--- src/rtl/m68k_fastram_bridge_if.sv ---
// CPU-pin and SDRAM-controller signal bundle for the fast-RAM bridge.
// master = bridge side, slave = CPU pins plus controller side.
interface m68k_fastram_bridge_if;
   logic [22:0] cpu_addr;
   logic        cpu_as_n;
   logic        cpu_uds_n;
   logic        cpu_lds_n;
   logic        cpu_rw;
   logic [15:0] cpu_data_in;
   logic [15:0] cpu_data_out;
   logic        cpu_data_oe;
   logic        cpu_dtack_n;
   logic        cpu_dtack_oe;
   logic        ram_ena;
   logic        ram_rw;
   logic        ram_u_ena_n;
   logic        ram_l_ena_n;
   logic        ram_ready;
   logic [21:0] ram_addr;
   logic [15:0] ram_wdata;
   logic [15:0] ram_rdata;

   modport master (
      input  cpu_addr, cpu_as_n, cpu_uds_n, cpu_lds_n, cpu_rw, cpu_data_in,
             ram_ready, ram_rdata,
      output cpu_data_out, cpu_data_oe, cpu_dtack_n, cpu_dtack_oe,
             ram_ena, ram_rw, ram_u_ena_n, ram_l_ena_n, ram_addr, ram_wdata
   );

   modport slave (
      output cpu_addr, cpu_as_n, cpu_uds_n, cpu_lds_n, cpu_rw, cpu_data_in,
             ram_ready, ram_rdata,
      input  cpu_data_out, cpu_data_oe, cpu_dtack_n, cpu_dtack_oe,
             ram_ena, ram_rw, ram_u_ena_n, ram_l_ena_n, ram_addr, ram_wdata
   );
endinterface

--- src/rtl/m68k_fastram_bridge.sv ---
// 68000 bus to fast-RAM controller bridge: one level-handshake request per CPU cycle in the 8 MB window.
// AS pin to ram_ena is SYNC_STAGES+2 clocks; ram_ena holds until ready, DTACK holds until AS negates.
module m68k_fastram_bridge #(
   parameter logic [23:0] BASE        = 24'h200000,
   parameter int          SYNC_STAGES = 2
) (
   input logic                   clk,
   input logic                   reset_n,
   m68k_fastram_bridge_if.master bus
);

   typedef enum logic [2:0] {IDLE, STROBE, REQ, ACK, RELEASE} state_t;

   // Per stage: {rw, lds_n, uds_n, as_n}
   logic [SYNC_STAGES-1:0][3:0] sync_q;
   logic as_s, uds_s, lds_s, rw_s;

   state_t      state_q, state_d;
   logic        ram_ena_q, ram_ena_d;
   logic        ram_rw_q, ram_rw_d;
   logic        u_ena_n_q, u_ena_n_d;
   logic        l_ena_n_q, l_ena_n_d;
   logic [21:0] ram_addr_q, ram_addr_d;
   logic [15:0] ram_wdata_q, ram_wdata_d;
   logic [15:0] dout_q, dout_d;
   logic        doe_q, doe_d;
   logic        dtack_oe_q, dtack_oe_d;

   logic [23:0] word_off;
   logic        hit;

   always_ff @(posedge clk or negedge reset_n) begin
      if (!reset_n) begin
         sync_q <= '1;
      end else begin
         sync_q[0] <= {bus.cpu_rw, bus.cpu_lds_n, bus.cpu_uds_n, bus.cpu_as_n};
         for (int i = 1; i < SYNC_STAGES; i++) begin
            sync_q[i] <= sync_q[i-1];
         end
      end
   end

   assign as_s  = sync_q[SYNC_STAGES-1][0];
   assign uds_s = sync_q[SYNC_STAGES-1][1];
   assign lds_s = sync_q[SYNC_STAGES-1][2];
   assign rw_s  = sync_q[SYNC_STAGES-1][3];

   // Word offset from BASE; a borrow (bit 23) or an offset of 8 MB or more (bit 22) is a miss.
   assign word_off = {1'b0, bus.cpu_addr} - {1'b0, BASE[23:1]};
   assign hit      = ~word_off[23] & ~word_off[22];

   always_comb begin
      state_d     = state_q;
      ram_ena_d   = ram_ena_q;
      ram_rw_d    = ram_rw_q;
      u_ena_n_d   = u_ena_n_q;
      l_ena_n_d   = l_ena_n_q;
      ram_addr_d  = ram_addr_q;
      ram_wdata_d = ram_wdata_q;
      dout_d      = dout_q;
      doe_d       = doe_q;
      dtack_oe_d  = dtack_oe_q;
      case (state_q)
         IDLE: begin
            if (!as_s && hit) begin
               ram_addr_d = word_off[21:0];
               ram_rw_d   = rw_s;
               state_d    = STROBE;
            end
         end
         STROBE: begin
            if (as_s) begin
               state_d = IDLE;
            end else if ((!uds_s || !lds_s) && !bus.ram_ready) begin
               u_ena_n_d   = uds_s;
               l_ena_n_d   = lds_s;
               ram_wdata_d = bus.cpu_data_in;
               ram_ena_d   = 1'b1;
               state_d     = REQ;
            end
         end
         REQ: begin
            if (bus.ram_ready) begin
               if (ram_rw_q) begin
                  dout_d = bus.ram_rdata;
               end
               dtack_oe_d = 1'b1;
               doe_d      = ram_rw_q;
               state_d    = ACK;
            end
         end
         ACK: begin
            if (as_s) begin
               dtack_oe_d = 1'b0;
               doe_d      = 1'b0;
               ram_ena_d  = 1'b0;
               state_d    = RELEASE;
            end
         end
         RELEASE: begin
            // A pending AS stays low for the whole CPU cycle, so it is picked up in IDLE.
            if (!bus.ram_ready) begin
               state_d = IDLE;
            end
         end
         default: state_d = IDLE;
      endcase
   end

   always_ff @(posedge clk or negedge reset_n) begin
      if (!reset_n) begin
         state_q     <= IDLE;
         ram_ena_q   <= 1'b0;
         ram_rw_q    <= 1'b1;
         u_ena_n_q   <= 1'b1;
         l_ena_n_q   <= 1'b1;
         ram_addr_q  <= '0;
         ram_wdata_q <= '0;
         dout_q      <= '0;
         doe_q       <= 1'b0;
         dtack_oe_q  <= 1'b0;
      end else begin
         state_q     <= state_d;
         ram_ena_q   <= ram_ena_d;
         ram_rw_q    <= ram_rw_d;
         u_ena_n_q   <= u_ena_n_d;
         l_ena_n_q   <= l_ena_n_d;
         ram_addr_q  <= ram_addr_d;
         ram_wdata_q <= ram_wdata_d;
         dout_q      <= dout_d;
         doe_q       <= doe_d;
         dtack_oe_q  <= dtack_oe_d;
      end
   end

   assign bus.ram_ena      = ram_ena_q;
   assign bus.ram_rw       = ram_rw_q;
   assign bus.ram_u_ena_n  = u_ena_n_q;
   assign bus.ram_l_ena_n  = l_ena_n_q;
   assign bus.ram_addr     = ram_addr_q;
   assign bus.ram_wdata    = ram_wdata_q;
   assign bus.cpu_data_out = dout_q;
   assign bus.cpu_data_oe  = doe_q;
   assign bus.cpu_dtack_n  = 1'b0;
   assign bus.cpu_dtack_oe = dtack_oe_q;

endmodule

--- src/flat_wrapper.sv ---
// flat-port wrapper written by rule: the top's interface ports become plain ports
module m68k_fastram_bridge_flat 
#(
   parameter logic [23:0] BASE        = 24'h200000,
   parameter int          SYNC_STAGES = 2
)
  (clk, reset_n, bus_cpu_addr, bus_cpu_as_n, bus_cpu_uds_n, bus_cpu_lds_n, bus_cpu_rw, bus_cpu_data_in, bus_ram_ready, bus_ram_rdata, bus_cpu_data_out, bus_cpu_data_oe, bus_cpu_dtack_n, bus_cpu_dtack_oe, bus_ram_ena, bus_ram_rw, bus_ram_u_ena_n, bus_ram_l_ena_n, bus_ram_addr, bus_ram_wdata);
  m68k_fastram_bridge_if bus_i ();
  input logic clk;
  input logic reset_n;
  input wire logic [$bits(bus_i.cpu_addr)-1:0] bus_cpu_addr;
  input wire logic [$bits(bus_i.cpu_as_n)-1:0] bus_cpu_as_n;
  input wire logic [$bits(bus_i.cpu_uds_n)-1:0] bus_cpu_uds_n;
  input wire logic [$bits(bus_i.cpu_lds_n)-1:0] bus_cpu_lds_n;
  input wire logic [$bits(bus_i.cpu_rw)-1:0] bus_cpu_rw;
  input wire logic [$bits(bus_i.cpu_data_in)-1:0] bus_cpu_data_in;
  input wire logic [$bits(bus_i.ram_ready)-1:0] bus_ram_ready;
  input wire logic [$bits(bus_i.ram_rdata)-1:0] bus_ram_rdata;
  output wire logic [$bits(bus_i.cpu_data_out)-1:0] bus_cpu_data_out;
  output wire logic [$bits(bus_i.cpu_data_oe)-1:0] bus_cpu_data_oe;
  output wire logic [$bits(bus_i.cpu_dtack_n)-1:0] bus_cpu_dtack_n;
  output wire logic [$bits(bus_i.cpu_dtack_oe)-1:0] bus_cpu_dtack_oe;
  output wire logic [$bits(bus_i.ram_ena)-1:0] bus_ram_ena;
  output wire logic [$bits(bus_i.ram_rw)-1:0] bus_ram_rw;
  output wire logic [$bits(bus_i.ram_u_ena_n)-1:0] bus_ram_u_ena_n;
  output wire logic [$bits(bus_i.ram_l_ena_n)-1:0] bus_ram_l_ena_n;
  output wire logic [$bits(bus_i.ram_addr)-1:0] bus_ram_addr;
  output wire logic [$bits(bus_i.ram_wdata)-1:0] bus_ram_wdata;
  assign bus_i.cpu_addr = bus_cpu_addr;
  assign bus_i.cpu_as_n = bus_cpu_as_n;
  assign bus_i.cpu_uds_n = bus_cpu_uds_n;
  assign bus_i.cpu_lds_n = bus_cpu_lds_n;
  assign bus_i.cpu_rw = bus_cpu_rw;
  assign bus_i.cpu_data_in = bus_cpu_data_in;
  assign bus_i.ram_ready = bus_ram_ready;
  assign bus_i.ram_rdata = bus_ram_rdata;
  assign bus_cpu_data_out = bus_i.cpu_data_out;
  assign bus_cpu_data_oe = bus_i.cpu_data_oe;
  assign bus_cpu_dtack_n = bus_i.cpu_dtack_n;
  assign bus_cpu_dtack_oe = bus_i.cpu_dtack_oe;
  assign bus_ram_ena = bus_i.ram_ena;
  assign bus_ram_rw = bus_i.ram_rw;
  assign bus_ram_u_ena_n = bus_i.ram_u_ena_n;
  assign bus_ram_l_ena_n = bus_i.ram_l_ena_n;
  assign bus_ram_addr = bus_i.ram_addr;
  assign bus_ram_wdata = bus_i.ram_wdata;
  m68k_fastram_bridge #(.BASE(BASE), .SYNC_STAGES(SYNC_STAGES)) u_core (.clk(clk), .reset_n(reset_n), .bus(bus_i));
endmodule
--- config.mk ---
export PLATFORM = sky130hd
export DESIGN_NAME = m68k_fastram_bridge_flat
export DESIGN_NICKNAME = d
export VERILOG_FILES = /design/src/rtl/m68k_fastram_bridge_if.sv /design/src/rtl/m68k_fastram_bridge.sv /design/src/flat_wrapper.sv
export SDC_FILE = /design/constraint.sdc
export NUM_CORES = 1
export LEC_CHECK = 0
export CAP_MARGIN = 40
export CELL_PAD_IN_SITES_DETAIL_PLACEMENT = 1
export CELL_PAD_IN_SITES_GLOBAL_PLACEMENT = 1
export CORE_UTILIZATION = 33
export CTS_CLUSTER_SIZE = 14
export DETAILED_ROUTE_END_ITERATION = 6
export MAX_ROUTING_LAYER = met4
export PLACE_DENSITY = 0.86
export REMOVE_ABC_BUFFERS = 1
export SLEW_MARGIN = 15
export SYNTH_ARGS = -nofsm -noshare
export SYNTH_HDL_FRONTEND = slang
export SYNTH_SLANG_ARGS = --single-unit
--- constraint.sdc ---
create_clock -name clk -period 1.64 [get_ports clk]
set_input_delay 0.328 -clock clk [delete_from_list [all_inputs] [get_ports clk]]
set_output_delay 0.328 -clock clk [all_outputs]
set_load 0.005 [all_outputs]
======== Word level (Yosys, flattened, before mapping) ========
Cells that the tools add are included.
word-level totals
  register bits after elaboration ......... 71
  bits of input ports ..................... 62
  logic and storage cells ................. 59
cells by class
  add/subtract/negate cells ............... 1
  equality and inequality tests ........... 11
  muxes and demuxes ....................... 15
  bitwise logic cells ..................... 4
  reductions and logical operators ........ 16
operator list
  kind                                                  count
  subtractor 23 x 21 -> 24 bit (second input constant)  1
  2-to-1 mux 3 bit                                      6
  case mux 3 bit (5 select lines)                       1
  AND reduction 3 bit                                   3
  == test 3 x 2 -> 1 bit (second input constant)        2
  != test 2 x 1 -> 1 bit (second input constant)        3
  != test 2 bit (second input constant)                 3
  case mux 1 bit (2 select lines)                       3
  2-to-1 mux 1 bit                                      5
  AND reduction 5 bit                                   1
  zero test 1 bit                                       4
  AND reduction 4 bit                                   1
  nonzero test 2 bit                                    2
  == test 3 x 1 -> 1 bit (second input constant)        1
  == test 3 bit (second input constant)                 1
  zero test 3 bit                                       1
  != test 3 x 1 -> 1 bit (second input constant)        1
  NOT 1 bit                                             3
  logical AND 1 bit                                     2
  AND reduction 2 bit                                   1
  bitwise AND 1 bit                                     1
  logical OR 1 bit                                      1

======== Longest topological paths before layout ========
Gate-level depths: netlist (run 1).
  word-level depth ........................ 6
  depth in mapped cells ................... 6

======== Worst setup path after synthesis (run 1) ========
Ideal clock, no wire load.
  kind .................................... input to register
  start ................................... input port bus_cpu_addr[20]
  end ..................................... register u_core.ram_addr_q[12] (netlist: u_core.bus.ram_addr[12])
  library setup time ...................... 0.125 ns
  arrival time ............................ 1.514 ns
  required time ........................... 1.515 ns
  path slack .............................. 0.001 ns
  stages on the path ...................... 6
  cell sequence ........................... inv_1 -> ha_1 -> and2_1 -> o211ai_2 -> buf_6 -> mux2_2
on the way
  longest elaborated chain between the ends .. 5
  elaborated cells between the ends (all ways) .. 6
ends and longest elaborated chain
  what                               RTL line                    text
  start, declared                    flat_wrapper.sv:11          input wire logic [$bits(bus_i.cpu_addr)-1:0] bus_cpu_addr;
  subtractor 23 x 21 -> 24 bit (*)   m68k_fastram_bridge.sv:49   assign word_off = {1'b0, bus.cpu_addr} - {1'b0, BASE[23:1]};
  NOT 1 bit                          m68k_fastram_bridge.sv:50   assign hit = ~word_off[23] & ~word_off[22];
  bitwise AND 1 bit (*)              m68k_fastram_bridge.sv:50
  logical AND 1 bit (*)              m68k_fastram_bridge.sv:65   if (!as_s && hit) begin
  AND reduction 2 bit (no line) (*)  -
  end signal, assigned               m68k_fastram_bridge.sv:128  ram_addr_q <= ram_addr_d;
  end, declared                      m68k_fastram_bridge.sv:23   logic [21:0] ram_addr_q, ram_addr_d;
Mark *: on every way between the ends. The rest lies on a longest branch, timed or not.
A chain may end at the register's enable or synchronous reset.

======== Worst setup path in the final report (run 1) ========
  start ................................... input port bus_cpu_addr[21]
  end ..................................... register u_core.ram_addr_q[13] (netlist: u_core.bus.ram_addr[13])
Same word-level chain as after synthesis.

==> results of run 1 <==
worst max path at each step:
stage | startpoint | end | slack [ns]
after floorplan | bus_cpu_addr[20] | u_core.bus.ram_addr[0]$_DFFE_PN0P_ | -0.34
after global placement | bus_cpu_addr[20] | u_core.bus.ram_addr[2]$_DFFE_PN0P_ | -0.43
after detailed placement | bus_cpu_addr[20] | u_core.bus.ram_addr[2]$_DFFE_PN0P_ | -0.50
after CTS | bus_cpu_addr[21] | u_core.bus.ram_addr[11]$_DFFE_PN0P_ | 0.03
after global routing | bus_cpu_addr[21] | u_core.bus.ram_addr[13]$_DFFE_PN0P_ | -0.01
final | bus_cpu_addr[21] | u_core.bus.ram_addr[13]$_DFFE_PN0P_ | 0.01
metrics by stage:
| step | cells | hold slack, ns |
|---|---|---|
| after floorplan | 165 | 0.03241 |
| after global placement | 402 | 0.2462 |
| after detailed placement | 402 | 0.2508 |
| after CTS | 425 | 0.3537 |
| after global routing | 427 | 0.3560 |
| final | 427 | 0.3547 |
synth_stat cells:
library cell / instances
a211oi_1: 1
a211oi_2: 1
a21bo_2: 1
a21oi_1: 4
a21oi_2: 1
a31o_2: 1
and2_1: 2
buf_4: 2
buf_6: 4
conb_1: 1
dfrtp_1: 60
dfstp_2: 11
ha_1: 1
inv_1: 4
mux2_1: 6
mux2_2: 41
mux2_4: 10
mux2i_1: 1
nand2_1: 6
nand3_2: 1
nand3b_1: 1
nand3b_4: 1
nor2_1: 2
nor2_2: 1
nor2b_1: 1
nor3b_4: 1
nor4bb_1: 1
o211ai_2: 1
o21ai_0: 2
o221ai_1: 1
cell usage in the layout, fill, tap and decap left out, drive strengths merged, types with 3 or more instances in the layout:
| master | instances |
|---|---|
| clkdlybuf4s50 | 114 |
| dfrtp | 60 |
| mux2 | 57 |
| buf | 19 |
| clkbuf | 11 |
| dfstp | 11 |
| nand2 | 6 |
| a21oi | 5 |
| dlygate4sd2 | 4 |
| inv | 4 |
| nor2 | 3 |
| clkinv | 3 |
state kept, by name, summed over array words and instances (netlist names):
register	cells
u_core.bus.ram_wdata	16
u_core.bus.cpu_data_oe	1
u_core.state_q	3
u_core.rw_s	1
u_core.bus.ram_l_ena_n	1
u_core.bus.ram_rw	1
u_core.sync_q	5
u_core.bus.cpu_data_out	16
u_core.as_s	1
u_core.bus.ram_u_ena_n	1
u_core.bus.cpu_dtack_oe	1
u_core.bus.ram_addr	22
u_core.lds_s	1
u_core.bus.ram_ena	1
power by group through the flow:
stage | logic, mW | registers (mW) | clock network, mW
floorplan | 0.997 | 3.04 | 0
global placement | 2.93 | 2.98 | 0
detailed placement | 3.01 | 3.02 | 0
CTS | 3.16 | 3.00 | 1.48
global route | 3.37 | 3.10 | 1.55
finish | 3.15 | 2.99 | 1.43
logic make-up (layout without fill, tap and decap cells):
family	count (synthesis)	in the layout
simple gates	17	17
other cells	1	1
compound gates	13	13
mux	58	58
buf+inv	10	161
flops	71	71
fa+ha+maj	1	1
area by class of cell:
class / count / area share
Inverter: 4 / 0.003250
Sequential cell: 71 / 0.3876
Tap cell: 105 / 0.02844
Clock buffer: 11 / 0.03277
Clock inverter: 5 / 0.01219
Timing Repair Buffer: 141 / 0.3234
Multi-Input combinational cell: 90 / 0.2124
routing by layer:
metal,track usage,vias to the layer above
met5,-,-
met4,0.06795,0
met3,0.03479,8
met2,0.2719,59
met1,0.1992,992
li1,-,890
repair_timing:
action	CTS	global route
hold buffers	1	0
setup endpoints to repair	25	9
buffers inserted	4	2
pin swaps	3	1
hold endpoints to repair	14	0
cloned	3	0
resized for setup	19	5
==> run metrics, run 1 <==
Comb pwr share=0.416; Worst path slowest cell=mux2_2; root buffer cell=clkbuf_8; HP Class=reg2reg; IO Port Bufs=~120; DP Worst Slack=-0.5007 ns; largest family of logic cells by synthesized area=multiplexers; Max FO, Critical Path=6; PwrDens=about 1600 nW/um^2; drt pass-1 iters=4; Final Critical Period=between 1.5 and 2 ns; Worst-path clk slew=about 0.07 ns; Worst path depth=9; total vias in the final route=between 1.5k and 2k; mux cell area share after synthesis=0.2470; multi-input logic area=between 900 and 1000 um^2; max incr delay on CP=about 0.33 ns; worst hold start=u_core.sync_q[3]$_DFF_PN1_; Synth Area in Simple Gates=0.04348; endpoints failing setup=0; Worst Path Required=1.86 ns; DIE AREA=8830 um^2; Post-DRT Antenna Nets=0; Detailed Route WL=approximately 7 mm; maxcap violations=0; Post-Place Cell Area=about 4200 um^2; CP Class=in2reg; Setup Skew=roughly 0.011 ns; Max Freq=613.4 MHz; Initial Util=0.3397; post-detail-place hpwl=between 4 and 5 mm; final worst slack=0.009670 ns; fin area=approximately 4600 um^2; GRT Total Usage=0.1658; Layout Area Growth over Synthesis=65.49%; status=finished clean; CTS Sinks=71; RR Startpoint=u_core.state_q[2]$_DFFE_PN0P_; switching share of power=0.2632; initial antenna violation count=0; gr ovfl total=0; post-synthesis compound-gate area fraction=0.03541; Placer Congestion=0.6452; post-synthesis register bit count=around 70; Nets=380; Pint=between 5 and 6 mW; Skew-Pair Late Insertion Delay=~0.34 ns; sequential fraction of the synthesis area=0.6414; met3 routed WL=between 300 and 400 um; final hold vios=0; Fill cells=around 800; Top Family by Delay on Critical Path=buffers and inverters; total chip power=about 7.6 mW; share of the synthesized area in the top cell type=0.5379; Leakage=2.044 nW; Num CTS Buffers=9; vias in the first global route=roughly 2.2k; Sw Pwr=1.994 mW; CP cell instances=dlygate4sd2_1 > inv_2 > ha_4 > and2_4 > o211ai_4 > buf_6 > buf_4 > buf_12 > mux2_2; first-pass GRT wire length=approximately 11 mm; maximum vdd drop=between 800 and 900 uV; R2R depth=6; IO Count=between 100 and 150; drt via density=between 4 and 5; area share of fa/ha/maj cells after synthesis=0.004482; Crit. End Element=register; Register Area=1790 um^2; WL per Instance=16.06 um; startpoint types=primary input; Post-Synthesis Cells=171; FP Rows=33; crit path DAT=between 1.5 and 2 ns; core footprint=roughly 8200 um^2; Post-Syn Area=about 2800 um^2; Die Y-Extent=roughly 94 um; top routing layer in use=met4; ranking of synthesized cells by area=dfrtp_1 54%, mux2_2 17%, dfstp_2 10%, mux2_4 5.4%, mux2_1 2.4%; antenna diode count=0; DRT met1 WL=between 2 and 3 mm; fin crit share=0.9941; Hold Crit Depth=0; Flop pwr share=0.395; Hold Path Sink=u_core.rw_s$_DFF_PN1_; max-slew violations=0; largest area contributor in the netlist=dfrtp_1; DR iter-0 viols=34; Synth Area per Inst=between 15 and 20 um^2; Netlist cell types=30; Max Root-Sink Buffers=2; layout cells sized above 1=0.3571; Bufs and invs on worst path=5; CTS tree=done; metal2 WL=approximately 3.6 mm; largest net degree at the start of global routing=30; die outline width=~94 um; setup TNS=0 ns; setup slack, reg-to-reg=0.07 ns; post-synthesis xor/xnor area fraction=0; fin util=0.5622; H-Tree Depth=3; residual DRC count=0; worst r2r dst=u_core.bus.ram_addr[13]$_DFFE_PN0P_; Clock power frac=0.189; Yosys warnings=0
Power figures use the tool's default switching activity.
==> run 2, diff against run 1 <==
--- a/config.mk
+++ b/config.mk
@@ -9,7 +9,7 @@
 export CELL_PAD_IN_SITES_DETAIL_PLACEMENT = 1
 export CELL_PAD_IN_SITES_GLOBAL_PLACEMENT = 1
 export CORE_UTILIZATION = 33
-export CTS_CLUSTER_SIZE = 14
+export CTS_CLUSTER_SIZE = 12
 export DETAILED_ROUTE_END_ITERATION = 6
 export MAX_ROUTING_LAYER = met4
 export PLACE_DENSITY = 0.86
==> results of run 2 <==
The final DEF is identical to that of run 1; final timing and power are the same.
==> run 3, diff against run 2 <==
--- a/config.mk
+++ b/config.mk
@@ -9,7 +9,7 @@
 export CELL_PAD_IN_SITES_DETAIL_PLACEMENT = 1
 export CELL_PAD_IN_SITES_GLOBAL_PLACEMENT = 1
 export CORE_UTILIZATION = 33
-export CTS_CLUSTER_SIZE = 12
+export CTS_CLUSTER_SIZE = 20
 export DETAILED_ROUTE_END_ITERATION = 6
 export MAX_ROUTING_LAYER = met4
 export PLACE_DENSITY = 0.86
==> results of run 3 <==
The final DEF is identical to that of run 1; final timing and power are the same.
